File: src/rtl/direction_queue.sv
// Direction request queue: edge-detects one-hot key requests, filters reversals/duplicates
// and hands one turn to the datapath per move tick. DIR_QUEUE_DROP_CNT_EN adds drop_count.
module direction_queue #(
  parameter int         DEPTH    = 4,
  parameter int         CNT_W    = 3,
  parameter logic [4:0] INIT_DIR = 5'b10000
) (
  input  logic             clk,
  input  logic             resetn,
  input  logic             clear,
  input  logic [4:0]       dir_in,
  input  logic             move_tick,
  output logic [4:0]       direction,
  output logic             dir_changed,
  output logic [CNT_W-1:0] count,
  output logic             full,
  output logic             empty,
`ifdef DIR_QUEUE_DROP_CNT_EN
  output logic [7:0]       drop_count,
`endif
  output logic             drop
);

  localparam int PTR_W = (DEPTH > 1) ? $clog2(DEPTH) : 1;

  // UP<->DOWN (bit1<->bit3), LEFT<->RIGHT (bit2<->bit4)
  function automatic logic [4:0] opposite(input logic [4:0] d);
    return {d[2], d[1], d[4], d[3], 1'b0};
  endfunction

  logic [4:0]       mem [DEPTH];
  logic [4:0]       prev_in_reg;
  logic [PTR_W-1:0] wr_ptr_reg;
  logic [PTR_W-1:0] rd_ptr_reg;

  logic             legal_code;
  logic             request;
  logic             accept;
  logic [4:0]       ref_dir;
  logic             push;
  logic             pop;
  logic             drop_next;
  logic [CNT_W-1:0] count_next;

  always_comb begin
    legal_code = (dir_in == 5'b00010) || (dir_in == 5'b00100) ||
                 (dir_in == 5'b01000) || (dir_in == 5'b10000);
    request    = legal_code && (dir_in != prev_in_reg);
    // Compare against the newest queued turn so queued sequences stay self-consistent
    ref_dir    = empty ? direction : mem[wr_ptr_reg - PTR_W'(1)];
    accept     = request && (dir_in != ref_dir) && (dir_in != opposite(ref_dir));
    pop        = !clear && move_tick && !empty;
    push       = !clear && accept && (!full || pop);
    drop_next  = !clear && accept && full && !pop;
    count_next = count;
    if (push && !pop)
      count_next = count + CNT_W'(1);
    else if (pop && !push)
      count_next = count - CNT_W'(1);
  end

  // Storage needs no reset: the pointers define which entries are valid
  always_ff @(posedge clk) begin
    if (push)
      mem[wr_ptr_reg] <= dir_in;
  end

  always_ff @(posedge clk or negedge resetn) begin
    if (!resetn) begin
      prev_in_reg <= 5'b00000;
      wr_ptr_reg  <= '0;
      rd_ptr_reg  <= '0;
      direction   <= INIT_DIR;
      dir_changed <= 1'b0;
      drop        <= 1'b0;
      count       <= '0;
      full        <= 1'b0;
      empty       <= 1'b1;
    end else begin
      prev_in_reg <= dir_in;
      dir_changed <= pop;
      drop        <= drop_next;
      if (clear) begin
        wr_ptr_reg <= '0;
        rd_ptr_reg <= '0;
        direction  <= INIT_DIR;
        count      <= '0;
        full       <= 1'b0;
        empty      <= 1'b1;
      end else begin
        if (push)
          wr_ptr_reg <= wr_ptr_reg + PTR_W'(1);
        if (pop) begin
          rd_ptr_reg <= rd_ptr_reg + PTR_W'(1);
          direction  <= mem[rd_ptr_reg];
        end
        count <= count_next;
        full  <= (count_next == CNT_W'(DEPTH));
        empty <= (count_next == '0);
      end
    end
  end

`ifdef DIR_QUEUE_DROP_CNT_EN
  always_ff @(posedge clk or negedge resetn) begin
    if (!resetn)
      drop_count <= 8'd0;
    else if (clear)
      drop_count <= 8'd0;
    else if (drop_next && drop_count != 8'hFF)
      drop_count <= drop_count + 8'd1;
  end
`endif

endmodule

File: config.mk
export PLATFORM = sky130hd
export DESIGN_NAME = direction_queue
export DESIGN_NICKNAME = d
export VERILOG_FILES = /design/src/rtl/direction_queue.sv
export SDC_FILE = /design/constraint.sdc
export NUM_CORES = 1
export LEC_CHECK = 0
export CAP_MARGIN = 25
export CORE_ASPECT_RATIO = 1.25
export CORE_MARGIN = 8
export CORE_UTILIZATION = 40
export DETAILED_ROUTE_END_ITERATION = 10
export SYNTH_ARGS = -nofsm -noshare
export SYNTH_HDL_FRONTEND = slang
export SYNTH_SLANG_ARGS = --single-unit
File: constraint.sdc
create_clock -name clk -period 5.13 [get_ports clk]
set_input_delay 0.513 -clock clk [delete_from_list [all_inputs] [get_ports clk]]
set_output_delay 0.513 -clock clk [all_outputs]
set_load 0.02 [all_outputs]
[After elaboration in Yosys (flattened, before gate mapping)]
Memories as Yosys holds them, arrays and structs flattened.
Index checks and enable logic that the tools add are counted.
Word-level totals
  register bits: 21
  bits in writable memories: 20
  bits of input ports: 9
  output and inout port bits: 12
  logic and storage cells: 60
  memories: 1
Operators by class
  $add $sub $neg: 5
  equal/unequal tests: 8
  mux-type cells: 14
  reduce and logical (&&, ||, !) cells: 23
Memories
  mem: depth 4, width 5, rd ports 2, clocked after Yosys merged registers in 0, wr ports 1, line 31  | logic [4:0] mem [DEPTH];
Operators by type and width (number)
  $mux 5: 3
  $ne 5x5->1: 3
  $logic_and 1x1->1: 11
  $mux 3: 3
  $mux 2: 4
  $eq 5x2->1 const B: 1
  $eq 5x3->1 const B: 1
  $eq 5x4->1 const B: 1
  $eq 5x5->1 const B: 1
  $logic_not 1->1: 5
  $add 2x1->2 const B: 2
  $logic_or 1x1->1: 4
  $mux 1: 4
  $reduce_bool 2->1: 2
  $add 3x1->3 const B: 1
  $eq 3x3->1 const B: 1
  $logic_not 3->1: 1
  $sub 3x1->3 const B: 1
  $sub 2x1->2 const B: 1

[Logic depth before layout (Yosys ltp)]
  depth in word-level cells: 15
  mapped depth: 12
  gate-level depth less buffers: 10

[Worst setup path before layout]
OpenSTA, ideal clock, no wires.
  path type: register -> register
  start: register wr_ptr_reg[0]
  end: register count[0]
  library setup time: 128 ps
  arrival time: 3027 ps
  path slack: 1976 ps
  cell stages (with the launch flop): 13
  buffers on the path: 2
  period minus slack after synthesis: 3154 ps
  cell sequence: dfrtp_1 buf_6 inv_1 ha_1 buf_4 mux2i_1 mux2_2 a221oi_1 a2111oi_2 a211o_2 nor2_8 mux2i_1 mux2_1
On the way
  longest elaborated chain between the ends: 13
  elaborated cells on any way between the ends: 15
  classes of those cells: add/sub (1); eq/ne (2); mux (4); reduce/logical (7); memory (1)
Ends and longest elaborated chain
  start, declared: line 33  | logic [PTR_W-1:0] wr_ptr_reg;
  start signal, assigned: line 92  | wr_ptr_reg <= wr_ptr_reg + PTR_W'(1);
  $sub 2x1->2 *: line 50  | ref_dir = empty ? direction : mem[wr_ptr_reg - PTR_W'(1)];
  $mem_v2 4x5 *
  $mux 5 *: line 50
  $ne 5x5->1: line 51  | accept = request && (dir_in != ref_dir) && (dir_in != opposite(ref_dir));
  $logic_and 1x1->1: line 51
  $logic_and 1x1->1 *: line 51
  $logic_and 1x1->1 * (2 in a row): line 53  | push = !clear && accept && (!full || pop);
  $logic_not 1->1: line 58  | else if (pop && !push)
  $logic_and 1x1->1: line 58
  $mux 3: line 58
  $mux 3 *: line 56  | if (push && !pop)
  $mux 3 *: line 83  | if (clear) begin
  end signal, assigned: line 97  | count <= count_next;
  end, declared: line 15  | output logic [CNT_W-1:0] count,
Mark *: on every way between the ends. The rest lies on a longest branch, timed or not.
A chain may end at the register's enable or synchronous reset.

[Worst setup path after layout]
Same ends and word-level chain as after synthesis.

==> metrics.yaml <==
setup.worst_path.end_class: "flop"
maxCapViolations: 0
outcome: "finished clean"
final_max_slew_viol_count: 0
fin_total_pwr_w: 0.000946
numPortBuffers: 20
synth.yosys.warnings: 0
finalSetupTns_ns: 0
cts.sink_count: 41
dieHeight_um: 99.6
dieArea_um2: 8250
die_w_um: 82.9
critPathMaxFanout: 13
grt.total_usage_pct: 12.1
postLayoutSetupSlackWorst_ns: 1.48
ys_seq_elements: 41
timing.final.hold_violations: 0
worst_path_most_repeated_cell: "mux2i_1"
synth_cell_type_count: 43
flip_flop_count_of_the_largest_register_all_copies_and_words_added: 20
power.share.combinational_pct: 31.8
cts_max_level: 2
postLayoutCellArea_um2: 2570
ff2ff_path_depth: 10
power.share.sequential_pct: 45.5
grt_first_pass_wirelength_mm: 8.13
post-cts-setup-buffers: 0
crit_buf_inv: 1
worst_clock_skew_on_the_final_layout_ns: 0.00487
dr.pass1.iters: 4
synthDominantCellAreaShare_pct: 26.9
period_needed_ns: 3.65
detailed_place.area_um2: 2460
timing.rr.start: "wr_ptr_reg[0]"
synth_seq_area_share_pct: 50.5
drcViolationCount: 0
nNetsFinal: 218
critPathKind: "reg2reg"
hold_buffers: 0
coreArea_um2: 5410
num_antenna_cells: 0
tightestPinTransition_ns: 0.853
synth_top_area_cell: "edfxtp_1"
syn-cell-area_um2: 2240
post_route_antenna_net_violation_count: 0
hpwlAfterDp_mm: 3.74
post_drt_via_cell_ratio: 5.50
leakage_dissipation_nw: 0.948
worst_path_dominant_cell_family: "multiplexers"
sw_frac_of_total_pct: 34.2
detailed_route_iter0_violations: 89
maximum_operating_frequency_ghz: 0.274
tritoncts_clock_tree: "done"
floorplan.rows: 30
number_of_resized_instances_in_the_post_cts_repair_step: 0
tritoncts.num_buffers: 5
syn-instance-count: 186
start_util_pct: 41.4
setup_violations: 0
avgRoutedWirePerCell_um: 18.4
antenna_found_initial: 0
cts.root.buffer_cell: "clkbuf_8"
first_global_vias: 1532
clock_latency_ns: 0.30
drive_gt1_share_pct: 13.7
irDropWorstVdd_mv: 0.191
timing.critical_path.arrival_ns: 3.83
rsz_0062_raised_after_global_routing: "false"
max_transition_margin_pct: 43.0
clk_path_buf_depth: 2
top_level_ports: 21
synthesis.area_per_instance_um2: 12.0
required_time_worst_endpoint_ns: 5.31
synth_fp_nets: 201
internal_power_of_the_cells_w: 0.000622
r2r_slack_ns: 1.48
vias: 1474
clk_transition_reported_paths_ns: 0.08
gp_routability_congestion: 0.885
min-delay-path-class: "in2async"
switching_power_w: 0.000324
ys_top_cells_by_area: "edfxtp_1 27%, dfrtp_1 21%, mux4_2 8.1%"
clkPwrFrac_pct: 22.7
critical-path-max-stage-delay_ns: 0.67
grt_overflow_total: 0
timing.rr.end: "count[0]"
layout.cells.most_common_list: "20 x clkdlybuf4s50_1, 20 x edfxtp_1, 19 x dfrtp_1"
power_density_nw_per_um2: 369
min_period_over_period_pct: 71.1
grt_max_degree: 22
critical_path.cell_chain: "inv_1 -> ha_1 -> mux2i_1 -> mux2_2 -> a221oi_1 -> a2111oi_2 -> a211o_2 -> nor2_8 -> mux2i_1 -> mux2_1"
pre_cts_slack_ns: 1.48
critical_path.slowest_cell: "dfrtp_1"
fillCellCount: 494
layout-area-overhead-vs-synth_pct: 14.8
detail_route.wirelength_mm: 4.94
startpoint_type: "flop"
-- metrics by stage --
step                util, %  instances  hold WS [ns]
detailed placement     45.5        259         0.525
global route           47.5        268         0.378
floorplan                 -        186         0.217
finish                 47.5        268         0.382
global placement       45.5        259         0.517
CTS                    47.2        267         0.537
-- per-layer routing --
layer	vias up	part of all wire [%]	track usage, %
met4	0	1.2	3.66
met1	715	43	14.2
met3	5	4.8	3.27
met5	-	0	0
met2	45	51	20.9
li1	709	-	-
-- how the worst max path moves through the flow --
| stage | startpoint | endpoint | slack, ns | cells past startpoint |
|---|---|---|---|---|
| after floorplan | wr_ptr_reg[0] | count[0] | 1.98 | 12 |
| after global placement | wr_ptr_reg[0] | count[0] | 1.60 | 10 |
| after detailed placement | wr_ptr_reg[0] | count[0] | 1.48 | 10 |
| after CTS | wr_ptr_reg[0] | count[0] | 1.47 | 10 |
| after global routing | wr_ptr_reg[0] | count[0] | 1.15 | 10 |
| final | wr_ptr_reg[0] | count[0] | 1.48 | 10 |
-- synthesized netlist by cell type --
master     number
a211oi_1        1
a211o_1         1
mux2_4          1
a21oi_2         1
a211o_2         1
mux2_2          2
mux2_1          1
mux2i_4         2
xnor2_1        10
inv_1           7
clkbuf_1        7
nor3_1          6
buf_4           1
xor2_1          3
nor2b_1         3
and3_1          5
mux4_2          8
nand3b_1        2
buf_2           2
nor3b_1         1
nor2_1         16
nand2b_1        2
a2111oi_2       1
nor2_8          1
a21oi_1         9
dfstp_2         2
o21ai_0         3
and4_1          1
a22oi_1         2
o31ai_1         2
dfrtp_1        19
a221oi_1        1
nand2_1        17
a311oi_1        2
ha_1            6
a31oi_1         2
a21o_1          2
nand3_1         3
buf_6           1
mux2i_1         7
edfxtp_1       20
o22ai_1         1
o311a_1         1
-- power by group through the flow --
stage          clock network, W  registers (W)  logic (W)
2_1_floorplan                 0       0.000428   0.000222
3_3_place_gp                  0       0.000436   0.000299
3_5_place_dp                  0       0.000438   0.000302
4_1_cts                0.000218       0.000431   0.000303
5_1_grt                0.000233       0.000437   0.000330
6_report               0.000215       0.000430   0.000301
-- kinds of logic (layout without fill, tap and decap cells) --
family	after synthesis	in the layout	share of synthesized area [%]
buffers and inverters	18	36	3.64
muxes	21	21	15.4
AOI/OAI and AO/OA	30	30	9.40
DFF	41	41	50.5
adders and majority gates	6	6	3.36
and+or+nand+nor	57	57	12.6
xor gates and xnor gates	13	13	5.09
-- area by class of cell --
cell class / instances / area (um2) / share of cell area (%)
Multi-Input combinational cell: 127 / 1030 / 40.0
Clock inverter: 3 / 22.5 / 0.877
Tap cell: 64 / 80.1 / 3.12
Inverter: 7 / 26.3 / 1.02
Clock buffer: 5 / 68.8 / 2.68
Sequential cell: 41 / 1130 / 44.0
Timing Repair Buffer: 21 / 215 / 8.38
Note: power is estimated with default switching activity, not from simulation.
